===== src/rtl/grn_attractor_ctrl.sv =====
// ---------------------------------------------------------------------------
// grn_attractor_ctrl
//
// Drives a bank of dual-state GRN node cells. Each node keeps a tortoise copy
// (s0) and a hare copy (s1). For every initial state accepted from the host,
// the controller:
//   1. loads the network,
//   2. steps it with Floyd cycle detection until tortoise and hare meet,
//   3. steps the hare alone to measure the attractor period,
//   4. emits one result record.
// A per-phase step budget aborts runs that do not converge.
//
// Ports
//   clk, rst              clock, synchronous active-high reset
//   init_valid/ready/data host initial-state stream (valid/ready handshake)
//   reset_nos             load strobe to all nodes (loads both copies)
//   init_state            per-node load value, node i takes bit i
//   start_s0 / start_s1   tortoise / hare step strobes
//   s0_vec / s1_vec       concatenated tortoise / hare states from the nodes
//   res_valid/ready       result stream handshake
//   res_state             attractor state (tortoise state at the meet)
//   res_steps             hare steps taken until the meet
//   res_period            attractor period
//   res_timeout           run aborted on the step budget
//   busy                  high whenever a run is in progress
// ---------------------------------------------------------------------------
module grn_attractor_ctrl #(
    parameter int N_NODES   = 8,
    parameter int CNT_W     = 16,
    parameter int MAX_STEPS = 1000
) (
    input  logic               clk,
    input  logic               rst,
    input  logic               init_valid,
    output logic               init_ready,
    input  logic [N_NODES-1:0] init_data,
    output logic               reset_nos,
    output logic [N_NODES-1:0] init_state,
    output logic               start_s0,
    output logic               start_s1,
    input  logic [N_NODES-1:0] s0_vec,
    input  logic [N_NODES-1:0] s1_vec,
    output logic               res_valid,
    input  logic               res_ready,
    output logic [N_NODES-1:0] res_state,
    output logic [CNT_W-1:0]   res_steps,
    output logic [CNT_W-1:0]   res_period,
    output logic               res_timeout,
    output logic               busy
);

    localparam logic [CNT_W-1:0] MAX_CNT = CNT_W'(MAX_STEPS);

    typedef enum logic [2:0] {
        S_IDLE,
        S_LOAD,
        S_STEP,
        S_CMP,
        S_PSTEP,
        S_PCMP,
        S_OUT
    } state_t;

    state_t             state_q, state_d;
    logic [N_NODES-1:0] init_state_q, init_state_d;
    logic [CNT_W-1:0]   step_q, step_d;
    logic [CNT_W-1:0]   period_q, period_d;
    logic [N_NODES-1:0] res_state_q, res_state_d;
    logic [CNT_W-1:0]   res_steps_q, res_steps_d;
    logic [CNT_W-1:0]   res_period_q, res_period_d;
    logic               res_timeout_q, res_timeout_d;

    always_ff @(posedge clk) begin
        if (rst) begin
            state_q       <= S_IDLE;
            init_state_q  <= '0;
            step_q        <= '0;
            period_q      <= '0;
            res_state_q   <= '0;
            res_steps_q   <= '0;
            res_period_q  <= '0;
            res_timeout_q <= 1'b0;
        end else begin
            state_q       <= state_d;
            init_state_q  <= init_state_d;
            step_q        <= step_d;
            period_q      <= period_d;
            res_state_q   <= res_state_d;
            res_steps_q   <= res_steps_d;
            res_period_q  <= res_period_d;
            res_timeout_q <= res_timeout_d;
        end
    end

    always_comb begin
        state_d       = state_q;
        init_state_d  = init_state_q;
        step_d        = step_q;
        period_d      = period_q;
        res_state_d   = res_state_q;
        res_steps_d   = res_steps_q;
        res_period_d  = res_period_q;
        res_timeout_d = res_timeout_q;

        case (state_q)
            S_IDLE: begin
                if (init_valid) begin
                    init_state_d = init_data;
                    state_d      = S_LOAD;
                end
            end
            S_LOAD: begin
                step_d        = '0;
                period_d      = '0;
                res_timeout_d = 1'b0;
                state_d       = S_STEP;
            end
            S_STEP: begin
                step_d  = step_q + 1'b1;
                state_d = S_CMP;
            end
            S_CMP: begin
                // After an odd step the tortoise and hare have both moved
                // once, so equality there says nothing about a cycle.
                if (!step_q[0] && (s0_vec == s1_vec)) begin
                    res_state_d = s0_vec;
                    res_steps_d = step_q;
                    state_d     = S_PSTEP;
                end else if (step_q == MAX_CNT) begin
                    res_timeout_d = 1'b1;
                    res_period_d  = '0;
                    res_state_d   = s1_vec;
                    res_steps_d   = step_q;
                    state_d       = S_OUT;
                end else begin
                    state_d = S_STEP;
                end
            end
            S_PSTEP: begin
                period_d = period_q + 1'b1;
                state_d  = S_PCMP;
            end
            S_PCMP: begin
                // The tortoise sits still on the attractor; the hare laps it.
                if (s1_vec == s0_vec) begin
                    res_period_d = period_q;
                    state_d      = S_OUT;
                end else if (period_q == MAX_CNT) begin
                    res_timeout_d = 1'b1;
                    res_period_d  = period_q;
                    state_d       = S_OUT;
                end else begin
                    state_d = S_PSTEP;
                end
            end
            S_OUT: begin
                if (res_ready) begin
                    state_d = S_IDLE;
                end
            end
            default: begin
                state_d = S_IDLE;
            end
        endcase
    end

    // Strobes decode straight from the state register so a reset drops them
    // on the same edge that returns the FSM to IDLE.
    assign init_ready  = (state_q == S_IDLE);
    assign busy        = (state_q != S_IDLE);
    assign reset_nos   = (state_q == S_LOAD);
    assign start_s0    = (state_q == S_STEP);
    assign start_s1    = (state_q == S_STEP) || (state_q == S_PSTEP);
    assign res_valid   = (state_q == S_OUT);
    assign init_state  = init_state_q;
    assign res_state   = res_state_q;
    assign res_steps   = res_steps_q;
    assign res_period  = res_period_q;
    assign res_timeout = res_timeout_q;

endmodule


===== config.mk =====
export PLATFORM = sky130hd
export DESIGN_NAME = grn_attractor_ctrl
export DESIGN_NICKNAME = d
export VERILOG_FILES = /design/src/rtl/grn_attractor_ctrl.sv
export SDC_FILE = /design/constraint.sdc
export NUM_CORES = 1
export LEC_CHECK = 0
export CELL_PAD_IN_SITES_DETAIL_PLACEMENT = 0
export CELL_PAD_IN_SITES_GLOBAL_PLACEMENT = 1
export CORE_MARGIN = 3
export CORE_UTILIZATION = 38
export DETAILED_ROUTE_END_ITERATION = 8
export HOLD_SLACK_MARGIN = 0.05
export PLACE_DENSITY = 0.76
export SLEW_MARGIN = 15
export SYNTH_ARGS = -nofsm -noshare
export SYNTH_HDL_FRONTEND = slang
export SYNTH_SLANG_ARGS = --single-unit

===== constraint.sdc =====
create_clock -name clk -period 2.62 [get_ports clk]
set_input_delay 0.262 -clock clk [delete_from_list [all_inputs] [get_ports clk]]
set_output_delay 0.262 -clock clk [all_outputs]
set_load 0.005 [all_outputs]

==> metrics.md <==
| Metric | Value |
|---|---|
| Status | finished, final reports clean |
| Row cnt | 37 |
| Final GP Congestion | 0.7939 |
| Final period util | 94.71% |
| Total grt overflow | 0 |
| Port Buf Inserts | 82 |
| Worst-path clk slew | 80 ps |
| Ys flop type | dfxtp_1 |
| Post-synth ARST share | 0% |
| Leakage | 0.001623 µW |
| Critical Path End Type | primary output |
| Max Clock Freq | 403.0 MHz |
| DRC | 0 |
| Top cell type's share of synthesized area | 41.16% |
| Share of cells above drive strength 1 | 6.481% |
| CTS HTree Levels | 3 |
| Max-Slew Margin vs Limit | 58.49% |
| CP arrival | 2220 ps |
| Cts hold-fix bufs | 0 |
| Switching part of the total | 23.61% |
| Crit path required time | 2360 ps |
| Antenna cells | 0 |
| Critical path cell sequence | or3b_1, inv_2, clkdlybuf4s50_1 |
| Sequential area share after synthesis | 41.16% |
| # Max-Cap Violations | 0 |
| Combinational share of power | 9.4% |
| Final worst slack | 138.5 ps |
| Top Family by Delay on Critical Path | buffers and inverters |
| Cell taking the most area after synthesis | dfxtp_1 |
| Net Count, Synth | 495 |
| CTS tree | built |
| FF+latch count, synth | 84 |
| Initial Utilization | 39.39% |
| Kind of critical path | reg2out |
| Number of synthesized flops with an enable pin | 0 |
| Vias/cell | 5.152 |
| Warnings, synthesis | 0 |
| Pin count of the biggest net entering global routing | 64 |
| Inserted Clock Buffers | 9 |
| Place WS | 431.7 ps |
| Wire per inst | 14.05 µm |
| Drt pass-1 iters | 5 |
| Setup TNS Final | 0 ps |
| Placed cell areas | 0.005006 mm² |
| Crit-path max cell delay | 680 ps |
| Worst skew pair latency | 350 ps |
| Min cycle time layout | 2481 ps |
| Clock sinks | 84 |
| CP max stage cell | or3b_1 |
| Full die area | 0.01203 mm² |
| Final hold violation count | 0 |
| Vias | 3483 |
| Worst Path Buf+Inv | 2 |
| Die X | 109.7 µm |
| RSZ-0062 raised after global routing | no |
| PwrDens | 465.1 mW/mm² |
| DRT antenna net count | 0 |
| Final setup viols | 0 |
| Syn Inst Count | 463 |
| Sequential share of power | 53.8% |
| Avg Inst Size Synth | 8.823 µm² |
| Switching pwr | 570.1 µW |
| Crit start category | flop |
| Pint | 1844 µW |
| Total Routing Usage GR | 16.52% |
| Number of global-route vias before repair | 3249 |
| Skew final | 9.966 ps |
| Synth unique cells | 55 |
| Core Box Area | 0.01037 mm² |
| Maximum vdd drop | 231.7 µV |
| Most frequent cells in the layout | dfxtp_1 (84), clkdlybuf4s50_1 (81), nand2b_1 (65) |
| Hold WC Path Type | in2reg |
| CP Max Fanout | 14 |
| Worst-margin pin slew | 617.0 ps |
| Clk buf depth | 2 |
| Fin util | 50.06% |
| Filler cells | 1026 |
| DR iter-0 viols | 165 |
| Initial antenna violation count | 0 |
| IO Pins | 83 |
| Post_cts resized | 0 |
| Layout area overhead | 27.08% |
| Post-DP HPWL | 6681 µm |
| Area of the mapped netlist | 0.004085 mm² |
| CTS root buf | clkbuf_8 |
| Layout Nets | 567 |
| Commonest non-fill, non-tap cell in the layout | dfxtp_1 |
| Routed wire length | 9496 µm |
| Synth area leaders | dfxtp_1 (41%), nand2b_1 (10%), mux2i_1 (6.4%) |
| Post-CTS setup buffer count | 0 |
| Die Span Y | 109.7 µm |
| Max Slew Vio Count | 0 |
| Final instance area | 0.005191 mm² |
| Clock Power Share | 36.8% |
| First-pass GRT wire length | 15730 µm |
==> area by class of cell <==
| class | instances | area (µm²) | area share (%) |
|---|---|---|---|
| clock buffer | 12 | 135.1 | 2.603 |
| clock inverter | 4 | 50.05 | 0.9641 |
| inverter | 8 | 30.03 | 0.5785 |
| multi-input combinational | 342 | 2223 | 42.83 |
| sequential | 84 | 1682 | 32.39 |
| tap | 136 | 170.2 | 3.278 |
| timing repair buffer | 90 | 900.9 | 17.35 |
==> state kept, by name (all words and copies together), names as in the netlist <==
name / cells
period_q: 16
res_period: 16
res_steps: 16
step_q: 16
init_state: 8
res_state: 8
state_q: 3
res_timeout: 1
==> Yosys cell counts (all sizes together), types with 2 or more instances <==
cell type	instances
o311ai	2
nor2	38
dfxtp	84
or3	4
nor4b	4
o2bb2ai	16
nand2b	65
nand4	10
a211oi	2
o21ai	11
nand3b	2
buf	9
nor3	8
or3b	3
or2	3
nand3	15
o221a	2
o211ai	3
a21oi	31
nor4	5
nand4b	2
inv	8
nor2b	2
and4	5
or4	2
ha	4
mux2	8
xnor2	9
a22oi	2
clkbuf	20
a311oi	2
mux2i	26
nand2	46
nor3b	3
==> per-layer routing <==
metal,routed length (µm),GRT usage (%)
met1,4487,22.22
met2,4244,25.33
met3,610,4.169
met4,154,6.679
met5,0,0
==> path summary, 6_finish.rpt <==
path / startpoint / endpoint / slack [ps] / cells after the start
min: rst / step_q[11] / 350 / 2
max reg2reg: state_q[2] / step_q[15] / 520 / 5
min reg2reg: init_state[3] / init_state[3] / 450 / 2
max: state_q[2] / start_s0 / 140 / 3
==> metrics by stage <==
stage	total power, µW	instances	hold slack (ps)
2_1_floorplan	1446	463	398.0
3_3_place_gp	1556	660	439.4
3_5_place_dp	1557	660	445.8
4_1_cts	2449	676	321.6
5_1_grt	2525	676	361.0
6_report	2414	676	349.2
==> cell families after synthesis <==
family | synth area share, %
simple gates | 30.41
flops | 41.16
compound gates | 12.28
buf+inv | 4.410
mux | 8.576
xor+xnor | 1.930
fa+ha+maj | 1.225
==> power by group through the flow <==
stage               logic (µW)  registers [µW]  clock network (µW)
finish                     227            1300                 889
global route               250            1300                 974
CTS                        230            1300                 921
detailed placement         229            1330                   0
global placement           228            1330                   0
floorplan                  119            1330                   0
No activity file was read; power rests on OpenSTA's default activity.
